==> config.mk <==
export PLATFORM = sky130hd
export DESIGN_NAME = fetch_unit
export DESIGN_NICKNAME = d
export VERILOG_FILES = /design/src/rtl/fetch_unit_pkg.sv /design/src/rtl/fetch_fifo.sv /design/src/rtl/fetch_unit.sv
export SDC_FILE = /design/constraint.sdc
export NUM_CORES = 1
export LEC_CHECK = 0
export CAP_MARGIN = 15
export CORE_ASPECT_RATIO = 1.75
export CORE_MARGIN = 4
export CORE_UTILIZATION = 30
export DETAILED_ROUTE_END_ITERATION = 8
export GPL_ROUTABILITY_DRIVEN = 0
export PLACE_DENSITY = 0.51
export SLEW_MARGIN = 20
export SYNTH_ARGS = -nofsm -noshare
export SYNTH_HDL_FRONTEND = slang
export SYNTH_SLANG_ARGS = --single-unit
==> constraint.sdc <==
create_clock -name clk -period 17.1 [get_ports clk]
set_input_delay 5.13 -clock clk [delete_from_list [all_inputs] [get_ports clk]]
set_output_delay 5.13 -clock clk [all_outputs]
set_load 0.01 [all_outputs]
==> src/rtl/fetch_unit_pkg.sv <==
// fetch_unit_pkg: shared CPU constants, fetch FSM states and the FIFO entry type.
package fetch_unit_pkg;
   localparam logic [31:0] RESET_PC_DEFAULT = 32'h0000_0000;
   localparam int          OPC_W            = 7;
   localparam logic [6:0]  OPC_OP_IMM       = 7'b0010011;
   // addi x0, x0, 0
   localparam logic [31:0] NOP_INST         = {25'd0, OPC_OP_IMM};

   typedef enum logic {
      RUN,
      DRAIN
   } fetch_state_e;

   typedef struct packed {
      logic [31:0] pc;
      logic [31:0] inst;
   } fetch_entry_t;

   function automatic logic [OPC_W-1:0] opcode_of(input logic [31:0] inst);
      return inst[OPC_W-1:0];
   endfunction
endpackage

==> src/rtl/fetch_fifo.sv <==
// fetch_fifo: 2-entry {pc, inst} queue, entry 0 is always the head.
// Shows a NOP at pc 0 while empty.
module fetch_fifo
   import fetch_unit_pkg::*;
(
   input  logic         clk,
   input  logic         rst,
   input  logic         flush,
   input  logic         push,
   input  logic         pop,
   input  fetch_entry_t din,
   output fetch_entry_t head,
   output logic         full,
   output logic         empty,
   output logic [1:0]   count
);
   localparam fetch_entry_t EMPTY_ENTRY = '{pc: 32'd0, inst: NOP_INST};

   fetch_entry_t e0_q, e0_d, e1_q, e1_d;
   logic [1:0]   cnt_q, cnt_d, n;

   // Pop first, then push into the first free slot; this lets push and pop share a cycle at count 2.
   always_comb begin
      n     = cnt_q - {1'b0, pop && cnt_q != 2'd0};
      e0_d  = (pop && cnt_q != 2'd0) ? e1_q : e0_q;
      e1_d  = e1_q;
      if (push && n == 2'd0) e0_d = din;
      if (push && n == 2'd1) e1_d = din;
      cnt_d = flush ? 2'd0 : n + {1'b0, push && n != 2'd2};
   end

   always_ff @(posedge clk or posedge rst) begin
      if (rst) begin
         e0_q  <= EMPTY_ENTRY;
         e1_q  <= EMPTY_ENTRY;
         cnt_q <= 2'd0;
      end else begin
         e0_q  <= e0_d;
         e1_q  <= e1_d;
         cnt_q <= cnt_d;
      end
   end

   assign empty = cnt_q == 2'd0;
   assign full  = cnt_q == 2'd2;
   assign count = cnt_q;
   assign head  = empty ? EMPTY_ENTRY : e0_q;
endmodule

==> src/rtl/fetch_unit.sv <==
// fetch_unit: instruction fetch with 2-deep decode buffer, redirect and response drain.
// Define FETCH_PERF_EN to add the fetch_stall_cnt performance counter.
module fetch_unit
   import fetch_unit_pkg::*;
#(
   parameter logic [31:0] RESET_PC = RESET_PC_DEFAULT
) (
   input  logic        clk,
   input  logic        rst,
   output logic        im_req,
   output logic [31:0] im_addr,
   input  logic        im_ready,
   input  logic        im_rvalid,
   input  logic [31:0] im_rdata,
   input  logic        redirect_valid,
   input  logic [31:0] redirect_pc,
   input  logic        id_ready,
   output logic        id_valid,
   output logic [31:0] id_inst,
   output logic [31:0] id_pc,
   output logic [6:0]  id_opcode
`ifdef FETCH_PERF_EN
   ,
   output logic [31:0] fetch_stall_cnt
`endif
);
   fetch_state_e state_q, state_d;
   logic [31:0]  pc_q, pc_d;
   logic [1:0]   out_q, out_d, drop_q, drop_d, slot;
   logic [31:0]  ifq0_q, ifq0_d, ifq1_q, ifq1_d;
   logic         acc, rv, push, pop;
   logic [1:0]   fifo_cnt;
   logic         fifo_full, fifo_empty;
   fetch_entry_t head, din;

   always_comb begin
      im_req   = !rst && state_q == RUN && !redirect_valid && !fifo_full &&
                 (3'(out_q) + 3'(fifo_cnt) < 3'd2);
      im_addr  = pc_q;
      acc      = im_req && im_ready;
      rv       = im_rvalid && out_q != 2'd0;
      push     = rv && state_q == RUN && !redirect_valid;
      pop      = id_valid && id_ready && !redirect_valid;
      din.pc   = ifq0_q;
      din.inst = im_rdata;
      out_d    = out_q + 2'(acc) - 2'(rv);
      // In-flight PCs retire in order; the returning response frees the head before the new PC lands.
      slot     = out_q - 2'(rv);
      ifq0_d   = rv ? ifq1_q : ifq0_q;
      ifq1_d   = ifq1_q;
      if (acc && slot == 2'd0) ifq0_d = pc_q;
      if (acc && slot == 2'd1) ifq1_d = pc_q;
      pc_d     = redirect_valid ? (redirect_pc & ~32'd3) : acc ? pc_q + 32'd4 : pc_q;
      state_d  = state_q;
      drop_d   = drop_q;
      if (redirect_valid) begin
         drop_d  = out_d;
         state_d = out_d != 2'd0 ? DRAIN : RUN;
      end else if (state_q == DRAIN && rv) begin
         drop_d  = drop_q - 2'd1;
         state_d = drop_q == 2'd1 ? RUN : DRAIN;
      end
   end

   always_ff @(posedge clk or posedge rst) begin
      if (rst) begin
         state_q <= RUN;
         pc_q    <= RESET_PC & ~32'd3;
         out_q   <= 2'd0;
         drop_q  <= 2'd0;
         ifq0_q  <= 32'd0;
         ifq1_q  <= 32'd0;
      end else begin
         state_q <= state_d;
         pc_q    <= pc_d;
         out_q   <= out_d;
         drop_q  <= drop_d;
         ifq0_q  <= ifq0_d;
         ifq1_q  <= ifq1_d;
      end
   end

   fetch_fifo u_fifo (
      .clk   (clk),
      .rst   (rst),
      .flush (redirect_valid),
      .push  (push),
      .pop   (pop),
      .din   (din),
      .head  (head),
      .full  (fifo_full),
      .empty (fifo_empty),
      .count (fifo_cnt)
   );

   assign id_valid  = !fifo_empty;
   assign id_pc     = head.pc;
   assign id_inst   = head.inst;
   assign id_opcode = opcode_of(head.inst);

`ifdef FETCH_PERF_EN
   logic [31:0] stall_q, stall_d;

   always_comb stall_d = (id_ready && !id_valid && stall_q != '1) ? stall_q + 32'd1 : stall_q;

   always_ff @(posedge clk or posedge rst) begin
      if (rst) stall_q <= 32'd0;
      else     stall_q <= stall_d;
   end

   assign fetch_stall_cnt = stall_q;
`endif
endmodule

==> key figures, run 1 <==
Status
  – Status: complete, no violations

Power
  – Worst VDD drop: 0.0600 mV
  – Leak: ~5.6 nW
  – P per Cell Area: between 100 and 150 nW/um2

Hold path
  – Worst Hold Depth: 1
  – HP Class: flip-flop to flip-flop

Place
  – # port buffers: approximately 170
  – Post-DP HPWL: 17700 um
  – Post-place setup slack: 4.93 ns

Setup path
  – Critical Path Sink Type: output pin
  – Crit-path max cell delay: about 0.53 ns
  – RR Endpoint: u_fifo.e1_q[6]$_DFFE_PP0P_
  – Critical path's slowest cell: inv_8
  – Worst setup SP type: input pin
  – Worst reg2reg path depth: 9
  – Reg2reg setup slack: 13.31 ns
  – CP dominant cell by count: clkdlybuf4s50_1
  – Crit Path Class: input pin to output pin
  – Cell Chain, Critical Path: clkdlybuf4s50_1, inv_8, and3_1, clkdlybuf4s50_1
  – Required time of the worst setup path: 11.97 ns
  – Reg2reg start: u_fifo.count[1]$_DFF_PP0_
  – Worst setup path endpoint: im_req
  – Crit path launch: rst
  – CP arrival: 6.96 ns
  – Max FO, Critical Path: 100

Timing
  – Setup ws final: around 5.0 ns
  – Setup TNS: 0 ns
  – Number of hold violations in the final report: 0
  – Slew headroom: 0.389
  – RSZ-0062 raised after global routing: no
  – Slew Viols, Final: 0
  – Final Critical Period: 12.09 ns
  – Worst slew pin tran: 0.916 ns
  – Period Utilization, post-route: 0.707
  – Worst Skew: 0.0140 ns
  – Fmax: between 80 and 90 MHz
  – Setup violators final: 0

Global routing
  – Largest net degree at the start of global routing: approximately 100
  – GRT Util Overall: 0.139
  – Initial antenna violation count: 0
  – Total grt overflow: 0
  – First-pass GRT wire length: 43100 um
  – Vias in the first global route: around 7800

Clock network
  – Reg clk slew, reported paths: around 0.060 ns
  – Setup bufs post-CTS: 0
  – CTS max path bufs: 3
  – Hold-fix buffers, CTS: 0
  – Worst skew pair latency: 0.51 ns
  – CTS tree: built
  – H-tree depth: 1
  – Post-CTS sizing: 0
  – Clock buffer count from CTS: 22
  – # clock sinks: 221
  – CTS root buf: clkbuf_16

Layout
  – Fill count: 3495
  – Antenna cells: 0
  – Most frequent cells in the layout: dfrtp_1, clkdlybuf4s50_1, nor2_1
  – Share of layout cells above drive strength 1: 0.142
  – Multi-input gate area: 4510 um2
  – Nets@finish: 1196
  – Most common cell after layout, fill and taps aside: dfrtp_1
  – Area growth from synthesis to layout: 25.7%
  – Seq. cell area: 5540 um2

Logic synthesis
  – Synth Flop Type: dfrtp_1
  – Sequential area share after synthesis: 0.530
  – Post-synthesis xor/xnor area fraction: 0.00838
  – Largest family of logic cells by synthesized area: multiplexers
  – Area leader, netlist: dfrtp_1
  – Syn_area_per_cell: 10.5 um2
  – Async set or reset register ratio after synthesis: 1.00
  – Top-area cell type share of the netlist area: 0.515
  – Area contributors post-synth: dfrtp_1, mux2_2, mux2i_1
  – Synthesized-area fraction occupied by and/or/nand/nor cells: 0.159
  – Post-synthesis mux area share: 0.161
  – EDFF count, synth: 0
  – Synthesis-stage register bit count: 221
  – Post-synthesis adder-cell area fraction: 0.00910
  – Count of cell types in the netlist: 52
  – Mapped Area: 10500 um2
  – Cells after Synth: 991
  – Warning count from the yosys run: 0
  – Complex-gate fraction of the synthesized area: 0.0882

Floorplanning
  – Core Region: around 34000 um2
  – Die X: 149 um
  – Boundary pin count: roughly 180
  – Die Area: 38000 um2
  – Starting density of the core: 0.303
  – Die height: 255 um
  – Placement Rows: 90

Detailed routing
  – DRT Pass-1 Iters: 5
  – Residual DRC count: 0
  – Final wirelength: 26500 um
  – DRT antenna net count: 0
  – Total number of vias: roughly 7600
  – DR vias/cell: 4.78
  – Initial DRC count: approximately 320
  – Wire per inst: 16.7 um

Run
  – Max Cap Viol: 0
## cell type report
class	count	area share
inverters	11	0.00390
multi-input cells	681	0.343
clock buffers	30	0.0473
clock inverters	7	0.00495
well taps	460	0.0438
flip-flops and latches	221	0.421
repair buffers	182	0.136
## where the power goes
group          total [mW]  internal, mW  switching [mW]
Sequential          0.810         0.699           0.110
Clock               0.471         0.269           0.202
Combinational       0.547         0.290           0.256
Total                1.83          1.26           0.569
## Yosys cell counts, types with 2 or more instances
master and n:
inv_1 10, or2_2 3, buf_1 6, and3_1 5
nand3_1 19, a32oi_1 2, dfrtp_1 215, nor4_1 3
o21ai_1 3, nand2_1 101, nor2b_1 64, nor3b_1 2
nor2_2 2, nand4_1 12, or4_1 2, buf_4 19
mux2_2 90, a221o_1 2, a41oi_1 5, clkbuf_1 37
nand2b_1 2, xnor2_1 6, a31oi_1 31, o21ai_0 25
mux2i_1 65, nor3_2 2, buf_6 2, o211ai_1 5
ha_1 6, nor3_1 6, and4_1 2, dfstp_2 6
o311ai_0 9, xor2_1 4, a22oi_1 3, a21oi_1 70
nor2_1 113, mux2_1 2, buf_2 17
## kinds of logic (layout without fill, tap and decap cells)
logic type / Yosys count / in the layout
simple gates: 346 / 346
flops: 221 / 221
compound gates: 157 / 157
mux: 157 / 157
buf+inv: 92 / 230
xor+xnor: 10 / 10
fa+ha+maj: 7 / 7
other cells: 1 / 4
## per-layer routing
metal | wire, um | track usage
met1 | 10900 | 0.173
met2 | 14100 | 0.253
met3 | 984 | 0.0165
met4 | 552 | 0.0390
met5 | 0 | 0
## worst min-delay path by stage
stage | from | endpoint
floorplan | ifq1_q[24]$_DFFE_PP0P_ | ifq1_q[24]$_DFFE_PP0P_
global placement | ifq1_q[24]$_DFFE_PP0P_ | ifq1_q[24]$_DFFE_PP0P_
detailed placement | ifq1_q[24]$_DFFE_PP0P_ | ifq1_q[24]$_DFFE_PP0P_
CTS | ifq1_q[24]$_DFFE_PP0P_ | ifq1_q[24]$_DFFE_PP0P_
global route | ifq1_q[24]$_DFFE_PP0P_ | ifq1_q[24]$_DFFE_PP0P_
finish | ifq1_q[24]$_DFFE_PP0P_ | ifq1_q[24]$_DFFE_PP0P_
## through the flow
| step | cells | util | power (mW) | cell area (um2) | hold slack [ns] |
|---|---|---|---|---|---|
| finish | 1592 | 0.381 | 1.83 | 13100 | 0.488 |
| floorplan | 994 | - | 1.15 | 10500 | 0.458 |
| CTS | 1592 | 0.381 | 1.87 | 13100 | 0.491 |
| global route | 1592 | 0.381 | 1.96 | 13100 | 0.495 |
| global placement | 1555 | 0.361 | 1.36 | 12500 | 0.469 |
| detailed placement | 1555 | 0.361 | 1.38 | 12500 | 0.475 |
## critical path, delay by kind of cell
family                 cells  cell delay (ns)
buffers and inverters      3             1.55
and+or+nand+nor            1             0.26
## state kept, by name, indices dropped and copies added (netlist names)
signal / count
im_addr: 30
state_q: 1
u_fifo.e1_q: 62
out_q: 2
ifq0_q: 30
u_fifo.e0_q: 62
u_fifo.count: 2
drop_q: 2
ifq1_q: 30
(Power assumes the default switching activity.)
==> run 2, diff against run 1 <==
==> constraint.sdc (replaced) <==
create_clock -name clk -period 11.7 [get_ports clk]
set_input_delay 3.51 -clock clk [delete_from_list [all_inputs] [get_ports clk]]
set_output_delay 3.51 -clock clk [all_outputs]
set_load 0.01 [all_outputs]
==> run 2 against run 1 <==
Against the previous run:
- combinational power increased by 46%
- power increased by 52%
- critical path depth increased by 1
- flip-flop and latch count unchanged
- global-route usage decreased by 0.22 points
- clock skew decreased by 0.0031 ns
- wire length about the same
- utilization increased by 0.48 points
- largest cell class unchanged
- largest power group unchanged
==> key figures, run 2 (same netlist as run 1, synthesis figures left out) <==
Clock network
  – Clock buffer count from CTS: 23
  – H-tree depth: 1
  – Setup bufs post-CTS: 0
  – Hold-fix buffers, CTS: 0
  – Reg clk slew, reported paths: approximately 0.060 ns
  – Worst skew pair latency: 0.51 ns
  – CTS tree: built
  – # clock sinks: roughly 220
  – CTS max path bufs: 3
  – CTS root buf: clkbuf_16
  – Post-CTS sizing: 0

Setup path
  – Critical path's slowest cell: buf_4
  – Reg2reg start: u_fifo.count[1]$_DFF_PP0_
  – Required time of the worst setup path: 8.19 ns
  – Worst setup SP type: input pin
  – Delay-heaviest family, CP: buffers and inverters
  – Crit Path Class: input pin to output pin
  – CP dominant cell by count: clkdlybuf4s50_1
  – Max FO, Critical Path: 53
  – Cell Chain, Critical Path: clkdlybuf4s50_1, clkinvlp_4, buf_4, and3_1, clkdlybuf4s50_1
  – Crit path launch: rst
  – Crit-path max cell delay: between 0.5 and 0.6 ns
  – Critical Path Sink Type: output pin
  – CP arrival: 5.45 ns
  – Buffers plus inverters on the worst setup path: 4

Layout
  – Seq. cell area: 5540 um2
  – Nets@finish: 1197
  – Share of layout cells above drive strength 1: 0.149
  – Fill count: 3483
  – Area growth from synthesis to layout: 27.3%
  – Antenna cells: 0
  – Most common cell after layout, fill and taps aside: dfrtp_1
  – Final cell count without fillers: 1596
  – Top Registers: u_fifo.e0_q (62), u_fifo.e1_q (62)
  – Most frequent cells in the layout: dfrtp_1, clkdlybuf4s50_1, nor2_1
  – Multi-input gate area: 4510 um2

Detailed routing
  – DRT Pass-1 Iters: 5
  – DRT antenna net count: 0
  – DR vias/cell: about 4.7
  – Initial DRC count: 249
  – Final wirelength: ~27000 um
  – Total number of vias: 7580
  – Residual DRC count: 0
  – Wire per inst: between 15 and 20 um

Global routing
  – Total grt overflow: 0
  – GRT Util Overall: 0.137
  – First-pass GRT wire length: approximately 42000 um
  – Vias in the first global route: 7588
  – Largest net degree at the start of global routing: 172
  – Initial antenna violation count: 0

Floorplanning
  – Placement Rows: 90
  – Boundary pin count: 175
  – Core Region: 34500 um2
  – Die X: 149 um
  – Starting density of the core: 0.303
  – Die height: 255 um
  – Die Area: about 38000 um2

Power
  – Worst VDD drop: 0.101 mV
  – Leak: 5.64 nW
  – P per Cell Area: 209 nW/um2

Timing
  – Setup TNS: 0 ns
  – Worst Skew: around 0.011 ns
  – RSZ-0062 raised after global routing: no
  – Setup violators final: 0
  – Worst slew pin tran: 0.945 ns
  – Number of hold violations in the final report: 0
  – Final Critical Period: 8.96 ns
  – Period Utilization, post-route: 0.766
  – Slew headroom: 0.370
  – Fmax: 112 MHz
  – Slew Viols, Final: 0

Place
  – Dpl cells: 1554
  – # port buffers: 168
  – Post-DP HPWL: about 17000 um

Hold path
  – HP Class: flip-flop to flip-flop
  – Hold_sp: ifq1_q[24]$_DFFE_PP0P_

Run
  – Max Cap Viol: 0

Status
  – Status: complete, no violations
-- run 2: cell count changes in the layout (fill, tap and decap cells not counted) --
cell,previous run,this run
buf_12,0,1
buf_16,0,1
buf_4,14,12
bufinv_16,1,5
clkbuf_1,5,1
clkbuf_8,2,3
clkinv_2,4,7
clkinv_4,0,1
inv_8,1,0
-- run 2: layout make-up --
type	instances	share of cell area
clock buffers	27	0.0467
clock inverters	14	0.0151
inverters	11	0.00357
multi-input cells	681	0.339
flip-flops and latches	221	0.416
well taps	460	0.0433
repair buffers	182	0.136
-- run 2: metrics by stage --
stage	hold slack (ns)	instance area, um2	setup WS, ns	power (mW)	utilization
2_1_floorplan	0.458	10500	0.901	1.68	-
3_3_place_gp	0.468	12500	2.69	1.99	0.361
3_5_place_dp	0.475	12500	2.69	2.02	0.361
4_1_cts	0.489	13300	2.68	2.83	0.385
5_1_grt	0.511	13300	2.60	2.96	0.386
6_report	0.487	13300	2.74	2.78	0.386
-- run 2: final timing paths --
check | slack, ns | end | cells past startpoint
max in group asynchronous | 6.70 | ifq1_q[24]$_DFFE_PP0P_ | 5
max reg2reg | 7.62 | u_fifo.e1_q[8]$_DFFE_PP0P_ | 9
min in group asynchronous | 3.56 | u_fifo.e1_q[29]$_DFFE_PP0P_ | 3
min reg2reg | 0.49 | ifq1_q[24]$_DFFE_PP0P_ | 1
min | 0.49 | ifq1_q[24]$_DFFE_PP0P_ | 1
max | 2.74 | im_req | 5
-- run 2: metal layers --
metal / up-vias / GRT usage / part of all wire
met5: - / 0 / 0
met4: 0 / 0.0366 / 0.018
met1: 3709 / 0.173 / 0.42
met2: 150 / 0.246 / 0.52
li1: 3695 / - / -
met3: 26 / 0.0167 / 0.037
-- run 2: power by group --
group	total, mW	internal (mW)	switching [mW]	leakage [nW]
Combinational	0.798	0.425	0.373	2.37
Sequential	1.18	1.02	0.161	2.86
Clock	0.799	0.489	0.310	0.408
Total	2.78	1.94	0.844	5.64
==> run 3, diff against run 2 <==
==> constraint.sdc (replaced) <==
create_clock -name clk -period 9.4 [get_ports clk]
set_input_delay 2.82 -clock clk [delete_from_list [all_inputs] [get_ports clk]]
set_output_delay 2.82 -clock clk [all_outputs]
set_load 0.01 [all_outputs]
==> run 3 against run 2 <==
Against the previous run:
- sequential share of layout area increased by 0.41 points
- wire length up 1.2%
- critical path depth decreased by 1
- first-iteration DRC count rose by 24%
- design area is 0.98% lower
- die area stayed put
- via count about the same
- utilization decreased by 0.38 points
- clock power rose by 9.9%
- critical path type unchanged
==> key figures, run 3 (same netlist as run 1, synthesis figures left out) <==
Status
  – Status: complete, no violations

Floorplanning
  – Die Area: 38000 um2
  – Starting density of the core: 0.303
  – Die height: 255 um
  – Die X: approximately 150 um
  – Boundary pin count: 175
  – Core Region: 34500 um2
  – Placement Rows: 90

Clock network
  – Worst skew pair latency: 0.52 ns
  – CTS max path bufs: 3
  – Clock buffer count from CTS: 24
  – Post-CTS sizing: 0
  – Setup bufs post-CTS: 0
  – CTS root buf: clkbuf_16
  – CTS tree: built
  – Reg clk slew, reported paths: 0.06 ns
  – Hold-fix buffers, CTS: 0
  – H-tree depth: 1
  – # clock sinks: 221

Detailed routing
  – DR vias/cell: 4.75
  – DRT antenna net count: 0
  – Final wirelength: about 27000 um
  – Initial DRC count: 309
  – DRT Pass-1 Iters: 6
  – Residual DRC count: 0
  – Wire per inst: around 17 um
  – Total number of vias: 7586

Timing
  – Number of hold violations in the final report: 0
  – RSZ-0062 raised after global routing: no
  – Setup violators final: 0
  – Worst slew pin tran: about 0.94 ns
  – Fmax: 146 MHz
  – Setup TNS: 0 ns
  – Period Utilization, post-route: 0.729
  – WHS: between 0.4 and 0.5 ns
  – Slew Viols, Final: 0
  – Worst Skew: 0.00892 ns
  – Final Critical Period: 6.85 ns
  – Setup ws final: 2.55 ns
  – Slew headroom: 0.373

Setup path
  – Required time of the worst setup path: between 6 and 7 ns
  – Cell Chain, Critical Path: clkdlybuf4s50_1, clkinvlp_4, and3_1, clkdlybuf4s50_1
  – CP arrival: roughly 4.0 ns
  – Max FO, Critical Path: 2
  – Worst setup SP type: input pin
  – CP dominant cell by count: clkdlybuf4s50_1
  – Critical Path Sink Type: output pin
  – Crit path launch: rst
  – Reg2reg start: u_fifo.count[1]$_DFF_PP0_
  – Critical path's slowest cell: clkdlybuf4s50_1
  – Crit Path Class: input pin to output pin
  – Crit-path max cell delay: just over 0.5 ns

Layout
  – Nets@finish: roughly 1200
  – Seq. cell area: between 5000 and 6000 um2
  – Post-route cell area: 13200 um2
  – Share of layout cells above drive strength 1: 0.145
  – Multi-input gate area: 4510 um2
  – Most frequent cells in the layout: dfrtp_1, clkdlybuf4s50_1, nor2_1
  – Utilization of the core after routing: 0.382
  – Most common cell after layout, fill and taps aside: dfrtp_1
  – Area growth from synthesis to layout: 26.0%
  – Top Registers: u_fifo.e0_q (62), u_fifo.e1_q (62)
  – Fill count: 3528
  – Antenna cells: 0

Power
  – Internal power: 2.29 mW
  – Sw Share: 0.314
  – Worst VDD drop: 0.107 mV
  – Flop pwr share: 0.441
  – Clock network power share: 0.263
  – Leak: 5.58 nW
  – Comb power frac: 0.296
  – P per Cell Area: 254 nW/um2
  – Psw: 1.05 mW

Hold path
  – HP Class: flip-flop to flip-flop
  – Hold_sp: ifq1_q[24]$_DFFE_PP0P_

Global routing
  – Largest net degree at the start of global routing: 172
  – Vias in the first global route: 7740
  – Total grt overflow: 0
  – First-pass GRT wire length: 43400 um
  – Initial antenna violation count: 0
  – GRT Util Overall: 0.140

Place
  – Post-place setup slack: ~2.5 ns
  – Placed Instance Area: 12500 um2
  – Post-DP HPWL: between 15000 and 20000 um
  – # port buffers: 168

Run
  – Max Cap Viol: 0
==> run 3: cell count changes in the layout (fill, tap and decap cells not counted), moves of 2 or more <==
cell       before  now
bufinv_16       5    0
clkbuf_8        3    1
clkinv_2        7    9
clkbuf_1        1    5
clkbuf_16      23   25
==> run 3: path summary, 6_finish.rpt <==
kind,cells past startpoint,end,slack (ns)
worst min-delay path,1,ifq1_q[24]$_DFFE_PP0P_,0.49
min in group asynchronous,3,u_fifo.e1_q[29]$_DFFE_PP0P_,2.88
worst max-delay path,4,im_req,2.55
worst max register to register,10,u_fifo.e1_q[2]$_DFFE_PP0P_,4.91
max in group asynchronous,4,u_fifo.e0_q[2]$_DFFE_PP0P_,5.10
worst min register to register,1,ifq1_q[24]$_DFFE_PP0P_,0.49
==> run 3: per-layer routing <==
layer  vias up  routed length (um)  track usage
met3        31                1030       0.0170
met2       159               14000        0.252
li1       3679                   -            -
met5         -                   0            0
met1      3717               11300        0.177
met4         0                 512       0.0416
==> run 3: per-stage QoR <==
stage | cells | power (mW)
after floorplan | 994 | 2.09
final | 1596 | 3.34
after global routing | 1596 | 3.58
after global placement | 1555 | 2.48
after CTS | 1596 | 3.42
after detailed placement | 1555 | 2.51
==> run 3: worst max-delay path: cells and delay by family <==
| family | cells | cell delay (ns) |
|---|---|---|
| buffers and inverters | 3 | 1.08 |
| and+or+nand+nor | 1 | 0.14 |
==> run 3: power groups by stage <==
| stage | combinational, mW | clock, mW | sequential (mW) |
|---|---|---|---|
| 5_1_grt | 1.10 | 0.951 | 1.52 |
| 3_5_place_dp | 1.02 | 0 | 1.50 |
| 3_3_place_gp | 0.997 | 0 | 1.48 |
| 4_1_cts | 1.02 | 0.917 | 1.48 |
| 2_1_floorplan | 0.669 | 0 | 1.43 |
| 6_report | 0.991 | 0.878 | 1.47 |
==> run 3: layout make-up <==
type / count / share of cell area
Multi-Input combinational cell: 681 / 0.342
Clock inverter: 10 / 0.00408
Timing Repair Buffer: 182 / 0.136
Tap cell: 460 / 0.0437
Inverter: 11 / 0.00361
Sequential cell: 221 / 0.420
Clock buffer: 31 / 0.0500
